--- src/rtl/cp0_timer_intr_pkg.sv ---
// Shared CP0 constants for the timer/interrupt-source block.
package cp0_timer_intr_pkg;

    typedef logic [7:0] cp0_addr_t;

    // CP0 register addresses, encoded as {rd, sel}
    localparam cp0_addr_t CR_COUNT   = 8'h48;
    localparam cp0_addr_t CR_COMPARE = 8'h58;
    localparam cp0_addr_t CR_STATUS  = 8'h60;
    localparam cp0_addr_t CR_CAUSE   = 8'h68;
    localparam cp0_addr_t CR_EPC     = 8'h70;

    // Cause field positions
    localparam int unsigned CAUSE_TI_BIT = 30;
    localparam int unsigned CAUSE_IP_MSB = 15;
    localparam int unsigned CAUSE_IP_LSB = 8;

    // Cause as seen by this block; BD and ExcCode are merged in by cp0
    function automatic logic [31:0] pack_cause(input logic ti, input logic [7:0] ip);
        logic [31:0] v;
        v                             = '0;
        v[CAUSE_TI_BIT]               = ti;
        v[CAUSE_IP_MSB:CAUSE_IP_LSB]  = ip;
        return v;
    endfunction

endpackage

--- src/rtl/cp0_timer_intr_if.sv ---
// CP0-side bus for the timer/interrupt block: mtc0/mfc0, status fields, outputs.
interface cp0_timer_intr_if;
    logic        mtc0_we;
    logic [7:0]  mtc0_addr;
    logic [31:0] mtc0_wdata;
    logic [7:0]  mfc0_addr;
    logic [31:0] mfc0_rdata;
    logic [5:0]  ext_int_in;
    logic [7:0]  status_im;
    logic        status_ie;
    logic        status_exl;
    logic        cause_ti;
    logic [7:0]  cause_ip;
    logic [31:0] count_o;
    logic        int_req;

    // cp0 / pipeline side
    modport master (
        output mtc0_we, mtc0_addr, mtc0_wdata, mfc0_addr,
        output ext_int_in, status_im, status_ie, status_exl,
        input  mfc0_rdata, cause_ti, cause_ip, count_o, int_req
    );

    // timer / interrupt-source side
    modport slave (
        input  mtc0_we, mtc0_addr, mtc0_wdata, mfc0_addr,
        input  ext_int_in, status_im, status_ie, status_exl,
        output mfc0_rdata, cause_ti, cause_ip, count_o, int_req
    );
endinterface

--- src/rtl/cp0_count_tick.sv ---
// Count divider, Count/Compare registers and the count==compare event detect.
module cp0_count_tick #(
    parameter int unsigned CNT_DIV = 2
) (
    input  logic        clk,
    input  logic        resetn,
    input  logic        i_count_we,
    input  logic        i_compare_we,
    input  logic [31:0] i_wdata,
    output logic [31:0] o_count,
    output logic [31:0] o_compare,
    output logic        o_match
);

    logic        r_tick;
    logic [31:0] r_count;
    logic [31:0] r_compare;
    logic        w_tick_fire;
    logic        w_count_upd;
    logic [31:0] w_count_d;

    // Next count and the TI trigger: only an edge that actually changes Count can match,
    // and a Compare write on the same edge suppresses it.
    always_comb begin
        w_tick_fire = (CNT_DIV == 1) ? 1'b1 : r_tick;
        w_count_upd = i_count_we | w_tick_fire;
        w_count_d   = i_count_we ? i_wdata : r_count + 32'd1;
        o_match     = w_count_upd & ~i_compare_we & (w_count_d == r_compare);
    end

    // Divider phase and Count/Compare state; a Count write restarts the divider
    always_ff @(posedge clk or negedge resetn) begin
        if (!resetn) begin
            r_tick    <= 1'b0;
            r_count   <= '0;
            r_compare <= '0;
        end else begin
            if (i_count_we) begin
                r_tick <= 1'b0;
            end else begin
                r_tick <= (CNT_DIV == 1) ? 1'b0 : ~r_tick;
            end
            if (w_count_upd) begin
                r_count <= w_count_d;
            end
            if (i_compare_we) begin
                r_compare <= i_wdata;
            end
        end
    end

    assign o_count   = r_count;
    assign o_compare = r_compare;

endmodule

--- src/rtl/cp0_timer_intr.sv ---
// CP0 interrupt source: Count/Compare timer, Cause.TI, Cause.IP and the WB interrupt request.
module cp0_timer_intr
    import cp0_timer_intr_pkg::*;
#(
    parameter int unsigned CNT_DIV = 2
) (
    input logic              clk,
    input logic              resetn,
    cp0_timer_intr_if.slave  bus
);

    logic        w_count_we;
    logic        w_compare_we;
    logic        w_cause_we;
    logic        w_match;
    logic [31:0] w_count;
    logic [31:0] w_compare;
    logic [7:0]  w_cause_ip;
    logic [31:0] w_rdata;

    logic        r_cause_ti;
    logic [5:0]  r_hw_ip;
    logic [1:0]  r_sw_ip;

    // mtc0 address decode
    always_comb begin
        w_count_we   = bus.mtc0_we && (bus.mtc0_addr == CR_COUNT);
        w_compare_we = bus.mtc0_we && (bus.mtc0_addr == CR_COMPARE);
        w_cause_we   = bus.mtc0_we && (bus.mtc0_addr == CR_CAUSE);
    end

    cp0_count_tick #(
        .CNT_DIV (CNT_DIV)
    ) u_count_tick (
        .clk          (clk),
        .resetn       (resetn),
        .i_count_we   (w_count_we),
        .i_compare_we (w_compare_we),
        .i_wdata      (bus.mtc0_wdata),
        .o_count      (w_count),
        .o_compare    (w_compare),
        .o_match      (w_match)
    );

    // TI is sticky until the next Compare write; a write on the match edge wins
    always_ff @(posedge clk or negedge resetn) begin
        if (!resetn) begin
            r_cause_ti <= 1'b0;
        end else if (w_compare_we) begin
            r_cause_ti <= 1'b0;
        end else if (w_match) begin
            r_cause_ti <= 1'b1;
        end
    end

    // Single sampling flop on the external lines; software IP bits from Cause writes
    always_ff @(posedge clk or negedge resetn) begin
        if (!resetn) begin
            r_hw_ip <= '0;
            r_sw_ip <= '0;
        end else begin
            r_hw_ip <= bus.ext_int_in;
            if (w_cause_we) begin
                r_sw_ip <= bus.mtc0_wdata[9:8];
            end
        end
    end

    // Pending bits, request and read mux; all combinational so EXL/IE act in the same cycle
    always_comb begin
        w_cause_ip = {r_hw_ip[5] | r_cause_ti, r_hw_ip[4:0], r_sw_ip};
        case (bus.mfc0_addr)
            CR_COUNT:   w_rdata = w_count;
            CR_COMPARE: w_rdata = w_compare;
            CR_CAUSE:   w_rdata = pack_cause(r_cause_ti, w_cause_ip);
            default:    w_rdata = '0;
        endcase
    end

    assign bus.cause_ti   = r_cause_ti;
    assign bus.cause_ip   = w_cause_ip;
    assign bus.count_o    = w_count;
    assign bus.mfc0_rdata = w_rdata;
    assign bus.int_req    = bus.status_ie & ~bus.status_exl & (|(w_cause_ip & bus.status_im));

endmodule

--- src/flat_wrapper.sv ---
// flat-port wrapper written by rule: the top's interface ports become plain ports
module cp0_timer_intr_flat import cp0_timer_intr_pkg::*;
#(
    parameter int unsigned CNT_DIV = 2
)
  (clk, resetn, bus_mtc0_we, bus_mtc0_addr, bus_mtc0_wdata, bus_mfc0_addr, bus_ext_int_in, bus_status_im, bus_status_ie, bus_status_exl, bus_mfc0_rdata, bus_cause_ti, bus_cause_ip, bus_count_o, bus_int_req);
  cp0_timer_intr_if bus_i ();
  input logic clk;
  input logic resetn;
  input wire logic [$bits(bus_i.mtc0_we)-1:0] bus_mtc0_we;
  input wire logic [$bits(bus_i.mtc0_addr)-1:0] bus_mtc0_addr;
  input wire logic [$bits(bus_i.mtc0_wdata)-1:0] bus_mtc0_wdata;
  input wire logic [$bits(bus_i.mfc0_addr)-1:0] bus_mfc0_addr;
  input wire logic [$bits(bus_i.ext_int_in)-1:0] bus_ext_int_in;
  input wire logic [$bits(bus_i.status_im)-1:0] bus_status_im;
  input wire logic [$bits(bus_i.status_ie)-1:0] bus_status_ie;
  input wire logic [$bits(bus_i.status_exl)-1:0] bus_status_exl;
  output wire logic [$bits(bus_i.mfc0_rdata)-1:0] bus_mfc0_rdata;
  output wire logic [$bits(bus_i.cause_ti)-1:0] bus_cause_ti;
  output wire logic [$bits(bus_i.cause_ip)-1:0] bus_cause_ip;
  output wire logic [$bits(bus_i.count_o)-1:0] bus_count_o;
  output wire logic [$bits(bus_i.int_req)-1:0] bus_int_req;
  assign bus_i.mtc0_we = bus_mtc0_we;
  assign bus_i.mtc0_addr = bus_mtc0_addr;
  assign bus_i.mtc0_wdata = bus_mtc0_wdata;
  assign bus_i.mfc0_addr = bus_mfc0_addr;
  assign bus_i.ext_int_in = bus_ext_int_in;
  assign bus_i.status_im = bus_status_im;
  assign bus_i.status_ie = bus_status_ie;
  assign bus_i.status_exl = bus_status_exl;
  assign bus_mfc0_rdata = bus_i.mfc0_rdata;
  assign bus_cause_ti = bus_i.cause_ti;
  assign bus_cause_ip = bus_i.cause_ip;
  assign bus_count_o = bus_i.count_o;
  assign bus_int_req = bus_i.int_req;
  cp0_timer_intr #(.CNT_DIV(CNT_DIV)) u_core (.clk(clk), .resetn(resetn), .bus(bus_i));
endmodule
--- config.mk ---
export PLATFORM = sky130hd
export DESIGN_NAME = cp0_timer_intr_flat
export DESIGN_NICKNAME = d
export VERILOG_FILES = /design/src/rtl/cp0_timer_intr_pkg.sv /design/src/rtl/cp0_timer_intr_if.sv /design/src/rtl/cp0_count_tick.sv /design/src/rtl/cp0_timer_intr.sv /design/src/flat_wrapper.sv
export SDC_FILE = /design/constraint.sdc
export NUM_CORES = 1
export LEC_CHECK = 0
export ABC_AREA = 1
export BUFFER_PORTS_ARGS = -buffer_cell sky130_fd_sc_hd__clkbuf_2
export CAP_MARGIN = 20
export CORE_MARGIN = 3
export CORE_UTILIZATION = 45
export CTS_BUF_LIST = sky130_fd_sc_hd__clkbuf_4
export DETAILED_ROUTE_END_ITERATION = 7
export HOLD_SLACK_MARGIN = 0.15
export PLACE_DENSITY = 0.69
export SYNTH_ARGS = -nofsm -noshare
export SYNTH_HDL_FRONTEND = slang
export SYNTH_HIERARCHICAL = 1
export SYNTH_SLANG_ARGS = --single-unit
--- constraint.sdc ---
create_clock -name clk -period 2.4 [get_ports clk]
set_input_delay 0 -clock clk [delete_from_list [all_inputs] [get_ports clk]]
set_output_delay 0 -clock clk [all_outputs]
set_load 0.005 [all_outputs]
Word-level counts from Yosys, hierarchy flattened
Index checks and enable logic that the tools add are counted.
{"block": "totals", "ff_bits": 74, "latchBits": 0, "ramBits": 0, "rom_bits": 0, "inputBits": 67, "out_inout_bits": 74, "wordCells": 34, "n_memories": 0}
{"block": "classes", "n_addsub": 1, "multipliers": 0, "div": 0, "order_cmp": 0, "eq_ne": 7, "shift": 0, "n_mux": 5, "n_bitwise": 10, "reduce_logical": 5}
{"cell": "$pmux 32 s3", "count": 1}
{"cell": "$eq 8x7->1 const B", "count": 6}
{"cell": "$add 32x1->32 const B", "count": 1}
{"cell": "$eq 32x32->1", "count": 1}
{"cell": "$mux 32", "count": 1}
{"cell": "$and 8x8->8", "count": 1}
{"cell": "$reduce_or 8->1", "count": 1}
{"cell": "$and 1x1->1", "count": 4}
{"cell": "$logic_and 1x1->1", "count": 3}
{"cell": "$mux 1", "count": 3}
{"cell": "$not 1->1", "count": 3}
{"cell": "$or 1x1->1", "count": 2}
{"cell": "$reduce_bool 2->1", "count": 1}

Depth between registers and ports, before layout
Gate-level depths: netlist (run 1).
{"block": "logic_depth", "depth_word": 7, "ltp_mapped": 22, "ltp_nobuf": 22}

Cells and area by module
The synthesis (run 1) kept the hierarchy.
{"mod": "cp0_count_tick", "instances": 1, "cells_each": 682, "area_per_inst_um2": 4431.8, "seq_area_each_um2": 1626.6}
{"mod": "cp0_timer_intr", "instances": 1, "cells_each": 196, "area_per_inst_um2": 1158.6, "seq_area_each_um2": 225.2}

Worst setup path after synthesis (run 1)
OpenSTA, ideal clock, no wires.
{"block": "synth_timing", "path_kind": "register to register", "from": "reg u_core.u_count_tick.r_count[1] (netlist: u_core/u_count_tick/o_count[1])", "to": "reg u_core.r_cause_ti (netlist: u_core/bus.cause_ti)", "setup_time_ps": 77, "t_arrival_ps": 1895, "setup_slack_ps": 427, "stages_incl_launch_ff": 20, "n_path_buf": 0, "synth_period_minus_slack_ps": 1973, "path_cell_list": "dfrtp_1 ha_1 nand2_2 nor2_8 nand2_4 nor2_4 nand2_1 nand2_1 nand2_1 nand2_2 nand2_1 nand2_1 nand2_1 nor2_1 nand2_1 nor2_1 nand2_1 nor2_2 nor2_1 a21oi_1"}
{"block": "synth_via", "elab_chain_len": 5}
{"item": "start, declared", "line": "cp0_count_tick.sv:16", "source": "logic [31:0] r_count;"}
{"item": "start signal, assigned", "line": "cp0_count_tick.sv:44", "source": "r_count <= w_count_d;"}
{"item": "$add 32x1->32", "line": "cp0_count_tick.sv:27", "source": "w_count_d = i_count_we ? i_wdata : r_count + 32'd1;"}
{"item": "$mux 32", "line": "cp0_count_tick.sv:27"}
{"item": "$eq 32x32->1", "line": "cp0_count_tick.sv:28", "source": "o_match = w_count_upd & ~i_compare_we & (w_count_d == r_compare);"}
{"item": "$and 1x1->1", "line": "cp0_count_tick.sv:28"}
{"item": "via u_core.w_match", "line": "cp0_timer_intr.sv:15", "source": "logic w_match;"}
{"item": "$reduce_bool 2->1 (no line)"}
{"item": "end signal, assigned", "line": "cp0_timer_intr.sv:48", "source": "r_cause_ti <= 1'b0;"}
{"item": "end signal, assigned", "line": "cp0_timer_intr.sv:50", "source": "r_cause_ti <= 1'b0;"}
{"item": "end signal, assigned", "line": "cp0_timer_intr.sv:52", "source": "r_cause_ti <= 1'b1;"}
{"item": "end, declared", "line": "cp0_timer_intr.sv:21", "source": "logic r_cause_ti;"}
The timed path passes the listed nets, and every way through them passes these cells.
A chain may end at the register's enable or synchronous reset.

Worst setup path after layout (run 1)
{"block": "layout_timing", "from": "reg u_core.u_count_tick.r_count[9] (netlist: u_core/u_count_tick/o_count[9])", "to": "reg u_core.r_cause_ti (netlist: u_core/bus.cause_ti)"}
Same word-level chain as after synthesis.

==> results of run 1 <==
stage by stage:
stage	power (W)	utilization, %	cells	setup TNS (ps)	hold slack [ps]
after global placement	0.00335	54.3	1178	0	109
after CTS	0.00418	59.9	1248	0	152
after global routing	0.00453	61.0	1256	-164	162
after floorplan	0.00266	-	878	0	-296
final	0.00423	61.0	1256	0	175
after detailed placement	0.00335	54.3	1178	0	110
state kept, by name (all words and copies together), names as in the netlist:
register	flops
u_core/u_count_tick/o_compare	32
u_core/u_count_tick/o_count	32
u_core/r_hw_ip	6
u_core/r_sw_ip	2
u_core/bus.cause_ti	1
u_core/u_count_tick/r_tick	1
timing repair:
item | CTS | global route
endpoints found under the hold margin | 147 | 1
gates resized for setup | 0 | 17
setup endpoints to repair | 0 | 2
hold buffers | 56 | 1
buffers inserted | 0 | 6
synthesized netlist by cell type (all sizes together) (2+ instances only):
library cell,n,area [um2]
o21bai,3,22.5
clkbuf,15,56.3
nor2,68,374
xor2,6,52.6
dfrtp,74,1850
inv,89,334
buf,24,164
nor3,7,35.0
a21oi,3,15.0
nand3,162,826
o21ai,67,335
nand3b,6,45.0
and2,2,12.5
or2,25,156
nand2,316,1240
nand4,7,43.8
cell type report:
cell class	count	share of cell area (%)
Multi-Input combinational cell	675	43.8
Sequential cell	74	25.2
Timing Repair Buffer	234	21.8
Inverter	90	4.63
Tap cell	168	2.86
Clock buffer	10	1.02
Clock inverter	4	0.613
Antenna cell	1	0.0340
report_power, final:
group,internal (W),switching [W],total [W]
registers,0.00145,0.000272,0.00172
logic,0.000701,0.00103,0.00174
clock network,0.000313,0.000459,0.000772
total,0.00246,0.00177,0.00423
worst max-delay path by stage:
stage	startpoint	to	slack [ps]
finish	u_core/u_count_tick/o_count[9]$_DFFE_PN0N_	u_core/bus.cause_ti$_DFFE_PN0P_	90
global route	u_core/u_count_tick/o_count[0]$_DFFE_PN0N_	u_core/bus.cause_ti$_DFFE_PN0P_	-160
CTS	bus_mtc0_we	u_core/bus.cause_ti$_DFFE_PN0P_	20
detailed placement	bus_mtc0_addr[2]	u_core/bus.cause_ti$_DFFE_PN0P_	50
global placement	bus_mtc0_addr[2]	u_core/bus.cause_ti$_DFFE_PN0P_	90
floorplan	u_core/u_count_tick/o_count[1]$_DFFE_PN0N_	u_core/bus.cause_ti$_DFFE_PN0P_	430
layer usage:
metal	vias to the layer above	GRT usage, %	part of all wire [%]
li1	3224	-	-
met1	2918	36.8	44
met2	271	42.2	46
met3	40	5.05	7.9
met4	0	9.96	2.8
met5	-	0	0
cell families after synthesis:
kind of cell	synth area share [%]
DFF	33.1
xor gates and xnor gates	0.940
and+or+nand+nor	48.8
buffers and inverters	9.98
adders and majority gates	0.224
AOI/OAI and AO/OA	6.92
critical path, delay by kind of cell (launching register included):
family,cells,cell delay (ps)
flops,1,410
compound gates,1,110
simple gates,13,1580
xor+xnor,1,140
==> flow_summary.ini, run 1 <==
[route]
firstDrtPassIters = 5
drtIter0Drc = 491
vias = 6453
via_per_inst = 5.14
drc_errors = 0
detail-route-antenna-nets = 0
post_drt_wl_per_cell_um = 15.0
routed_wl_um = 18800

[clock_network]
cts_tree = yes
clk_pin_slew_ps = 120
cts_max_level = 3
insertion_delay_ps = 470
cts-root-buf = clkbuf_4
clk_path_buf_depth = 2
cts.sinks = 74
cts_buffers = 9

[power]
vdd_drop_max_mv = 0.372
power_density_nw_per_um2 = 575
leakagePower_nw = 3.89

[final_layout]
final_common_cell = nand2_1
seqCellArea_um2 = 1850
fill_cells = 1181
final_cell_area_um2 = 7350
fin_nets = 1152
area_growth_pct = 31.5
final_cell_mix = 303 x nand2_1, 158 x nand3_1, 138 x clkbuf_2
drive_gt1_share_pct = 24.2
multi_input_area_um2 = 3220

[floorplan]
initial_core_util_pct = 46.3
io-pin-count = 141
dieWidth_um = 117
dieArea_um2 = 13800
die_h_um = 117
core_area_um2 = 12100
row_count = 40

[place]
dp_slack_ps = 45.1
port_buffers = 140
place.detailed.hpwl_um = 13300
gp_congestion = 0.985
placed_area_um2 = 6550

[global_route]
grt_usage_pct = 26.8
grt_pass1_wl_um = 29800
grt-ovfl-total = 0
grt_pass1_vias = 5920
antenna_found_initial = 1
grt_max_degree = 75

[synth]
synthesis.nets = 946
synthCells = 878
yosys_warnings = 6
yosysUniqueCellTypes = 30
ys_seq_area_share_pct = 33.1
netlist_area_um2 = 5590
avgSynthCellArea_um2 = 6.37
synth-seq-cells = 74
async_flop_share_pct = 100
synth_edf_count = 0
ys.flop_type = dfrtp_1

[timing]
slew_headroom_pct = 35.6
setup_ws_ps = 91.5
max_freq_mhz = 433
fin_crit_ps = 2310
skew_ps = 16.9
slew_violations = 0
worst_pin_slew_ps = 966
hold_viol_final = 0
rsz0062_at_grt = yes
setup_viol = 0
post-route-period-util_pct = 96.2

[worst_setup_path]
rrSetupSlack_ps = 90
path_cells = nand2_1 > nor2_1 > nand2_1 > nor2_4 > nand2_2 > xor2_1 > nand2_1 > nand2_1 > nand2_1 > nand3_1 > nor2_1 > nand3_1 > nor2_2 > nor2_1 > a21oi_1
rr_endpoint = u_core/bus.cause_ti$_DFFE_PN0P_
crit_path_max_fanout = 6
slowest_stage = dfrtp_1
setup.worst_path.start_class = register
worstSetupPathType = reg -> reg
cp-end-kind = register
cp_common_cell = nand2_1
timing.rr.start = u_core/u_count_tick/o_count[9]$_DFFE_PN0N_
cp.required_ps = 2810
cp_slowest_stage_delay_ps = 410
critical_path_arrival_ps = 2720
reg2reg_depth = 15

[hold_path]
hold_end = u_core/r_hw_ip[2]$_DFF_PN0_
min-delay-start = bus_ext_int_in[2]
hp-class = in -> reg
min_path_cells = 2

[outcome]
status = complete, no violations

[job]
drv_cap = 0
Power figures use the tool's default switching activity.
==> run 2: changes to the inputs <==
- CORE_UTILIZATION: 45 -> 55
- PLACE_DENSITY: 0.69 -> 0.86
==> run 2 against run 1 <==
Effect of this change:
- the flow now finishes with violations (design-rule violations, negative setup slack)
- final area is 1.2% higher
- critical path depth rose by 6
- non-clock buffer count grew 1
- sequential cell count unchanged
- largest cell class unchanged
==> flow_summary.ini, run 2 (synthesized netlist as in run 1, its figures left out) <==
[outcome]
status = finished, violations left
violations = design-rule violations, negative setup slack

[worst_setup_path]
path_cells = dlygate4sd3_1 > inv_2 > nand3_4 > nor3_4 > inv_2 > buf_12 > nand2_4 > nand2_2 > a21oi_2 > nand2_1 > nor2_1 > nand2_1 > nor2_2 > nand3_1 > nor2_2 > nand2_1 > nor2_1 > nand2_1 > nor2_2 > nor2_1 > a21oi_1
cp_num_buf_inv = 4
cp-end-kind = register
cp_slowest_stage_delay_ps = 580
cp_common_cell = nand2_1
timing.rr.start = u_core/u_count_tick/o_count[0]$_DFFE_PN0N_
reg2reg_depth = 17
crit_path_max_fanout = 5
critical_path.top_delay_family = simple AND/OR/NAND/NOR gates
cp.required_ps = 2740
worstSetupPathType = in -> reg
slowest_stage = dlygate4sd3_1
critical_path_arrival_ps = 2760
rr_endpoint = u_core/bus.cause_ti$_DFFE_PN0P_
rrSetupSlack_ps = -10
setup.worst_path.start_class = primary input

[final_layout]
final_cell_area_um2 = 7440
instances_no_fill = 1224
seqCellArea_um2 = 1860
fin_nets = 1153
area_growth_pct = 33.1
final_cell_mix = 298 x nand2_1, 155 x nand3_1, 135 x clkbuf_2
drive_gt1_share_pct = 26.5
fill_cells = 759
multi_input_area_um2 = 3280
final_common_cell = nand2_1

[global_route]
antenna_found_initial = 2
grt-ovfl-total = 0
grt_pass1_wl_um = 30300
grt_pass1_vias = 6205
grt_max_degree = 75
grt_usage_pct = 33.3

[place]
place_inst = 1137
dp_slack_ps = 109
port_buffers = 140
place.detailed.hpwl_um = 13000
placed_area_um2 = 6440
gp_congestion = 0.977

[route]
vias = 7085
met3_length_um = 2520
post_drt_wl_per_cell_um = 17.0
drc_errors = 15
detail-route-antenna-nets = 0
routed_wl_um = 20800
drtIter0Drc = 1017
wl_met2_um = 9490
via_per_inst = 5.79
firstDrtPassIters = 8
highest_layer = met4
met1Wirelength_um = 7760

[clock_network]
cts.sinks = 74
cts_buffers = 9
clk_path_buf_depth = 2
clk_pin_slew_ps = 140
cts_tree = yes
cts-root-buf = clkbuf_4
insertion_delay_ps = 420
cts_max_level = 3

[timing]
setup_ws_ps = -19.0
fin_crit_ps = 2420
rsz0062_at_grt = yes
worst_pin_slew_ps = 958
setup_viol = 2
slew_headroom_pct = 36.1
post-route-period-util_pct = 101
slew_violations = 0
hold_ws_ps = 175
max_freq_mhz = 413
hold_viol_final = 0
skew_ps = 19.9

[hold_path]
hold_end = u_core/u_count_tick/o_count[2]$_DFFE_PN0N_
min_path_cells = 7
min-delay-start = bus_mtc0_addr[4]
hp-class = in -> reg

[power]
power_density_nw_per_um2 = 591
vdd_drop_max_mv = 0.610
power.total_w = 0.00440
leakagePower_nw = 3.91

[floorplan]
initial_core_util_pct = 56.9
dieWidth_um = 107
row_count = 36
die_h_um = 107
core_area_um2 = 9820
dieArea_um2 = 11400
io-pin-count = 141

[job]
drv_cap = 0
run 2: cell types whose count changed in the layout (fill, tap and decap cells not counted), moves of 3 or more:
cell,before,now
dfrtp_2,0,10
nor2_2,11,17
nand3_1,158,155
buf_6,2,5
nand2_1,303,298
clkbuf_2,138,135
nand2_2,9,13
dfrtp_1,74,64
nor2_1,46,40
run 2: tightest hold or removal path, stage by stage:
cell and delay (ps):
clkbuf_2 120, nor3_4 50, buf_6 130, nand2_1 70, nand2_1 70, nand2_1 50, o21ai_0 70
run 2: power breakdown:
group	internal [W]	total, W	switching [W]
Clock	0.000305	0.000756	0.000451
Sequential	0.00146	0.00176	0.000302
Combinational	0.000713	0.00188	0.00117
Total	0.00248	0.00440	0.00192
run 2: how the worst max path moves through the flow:
stage	start	to	slack (ps)	cells after the start
finish	bus_mtc0_addr[1]	u_core/bus.cause_ti$_DFFE_PN0P_	-20	21
CTS	bus_mtc0_addr[5]	u_core/r_sw_ip[0]$_DFFE_PN0P_	30	10
detailed placement	bus_mtc0_addr[2]	u_core/bus.cause_ti$_DFFE_PN0P_	110	23
global placement	bus_mtc0_addr[2]	u_core/bus.cause_ti$_DFFE_PN0P_	180	19
floorplan	u_core/u_count_tick/o_count[1]$_DFFE_PN0N_	u_core/bus.cause_ti$_DFFE_PN0P_	430	19
global route	u_core/u_count_tick/o_count[4]$_DFFE_PN0N_	u_core/bus.cause_ti$_DFFE_PN0P_	-240	18
run 2: through the flow:
step	setup TNS (ps)	util [%]
after floorplan	0	-
final	-30.5	75.8
after global placement	0	65.6
after CTS	0	72.6
after detailed placement	0	65.6
after global routing	-292	75.8
run 2: routing by layer:
metal	vias to the layer above	GRT usage, %
met5	-	0
met4	0	10.5
met3	133	7.04
met2	525	55.2
met1	3207	43.6
li1	3220	-
run 2: cell type report:
type / count / share of cell area [%]
Multi-Input combinational cell: 675 / 44.1
Clock buffer: 9 / 0.908
Inverter: 90 / 4.54
Antenna cell: 2 / 0.0672
Clock inverter: 6 / 0.790
Tap cell: 133 / 2.24
Timing Repair Buffer: 235 / 22.3
Sequential cell: 74 / 25.0
run 2: repair_timing:
item                                    4_1_cts  5_1_grt
endpoints found under the setup margin        0        3
setup buffers                                 0       13
endpoints found under the hold margin       147        1
hold buffers                                 56        1
gates resized for setup                       0       47
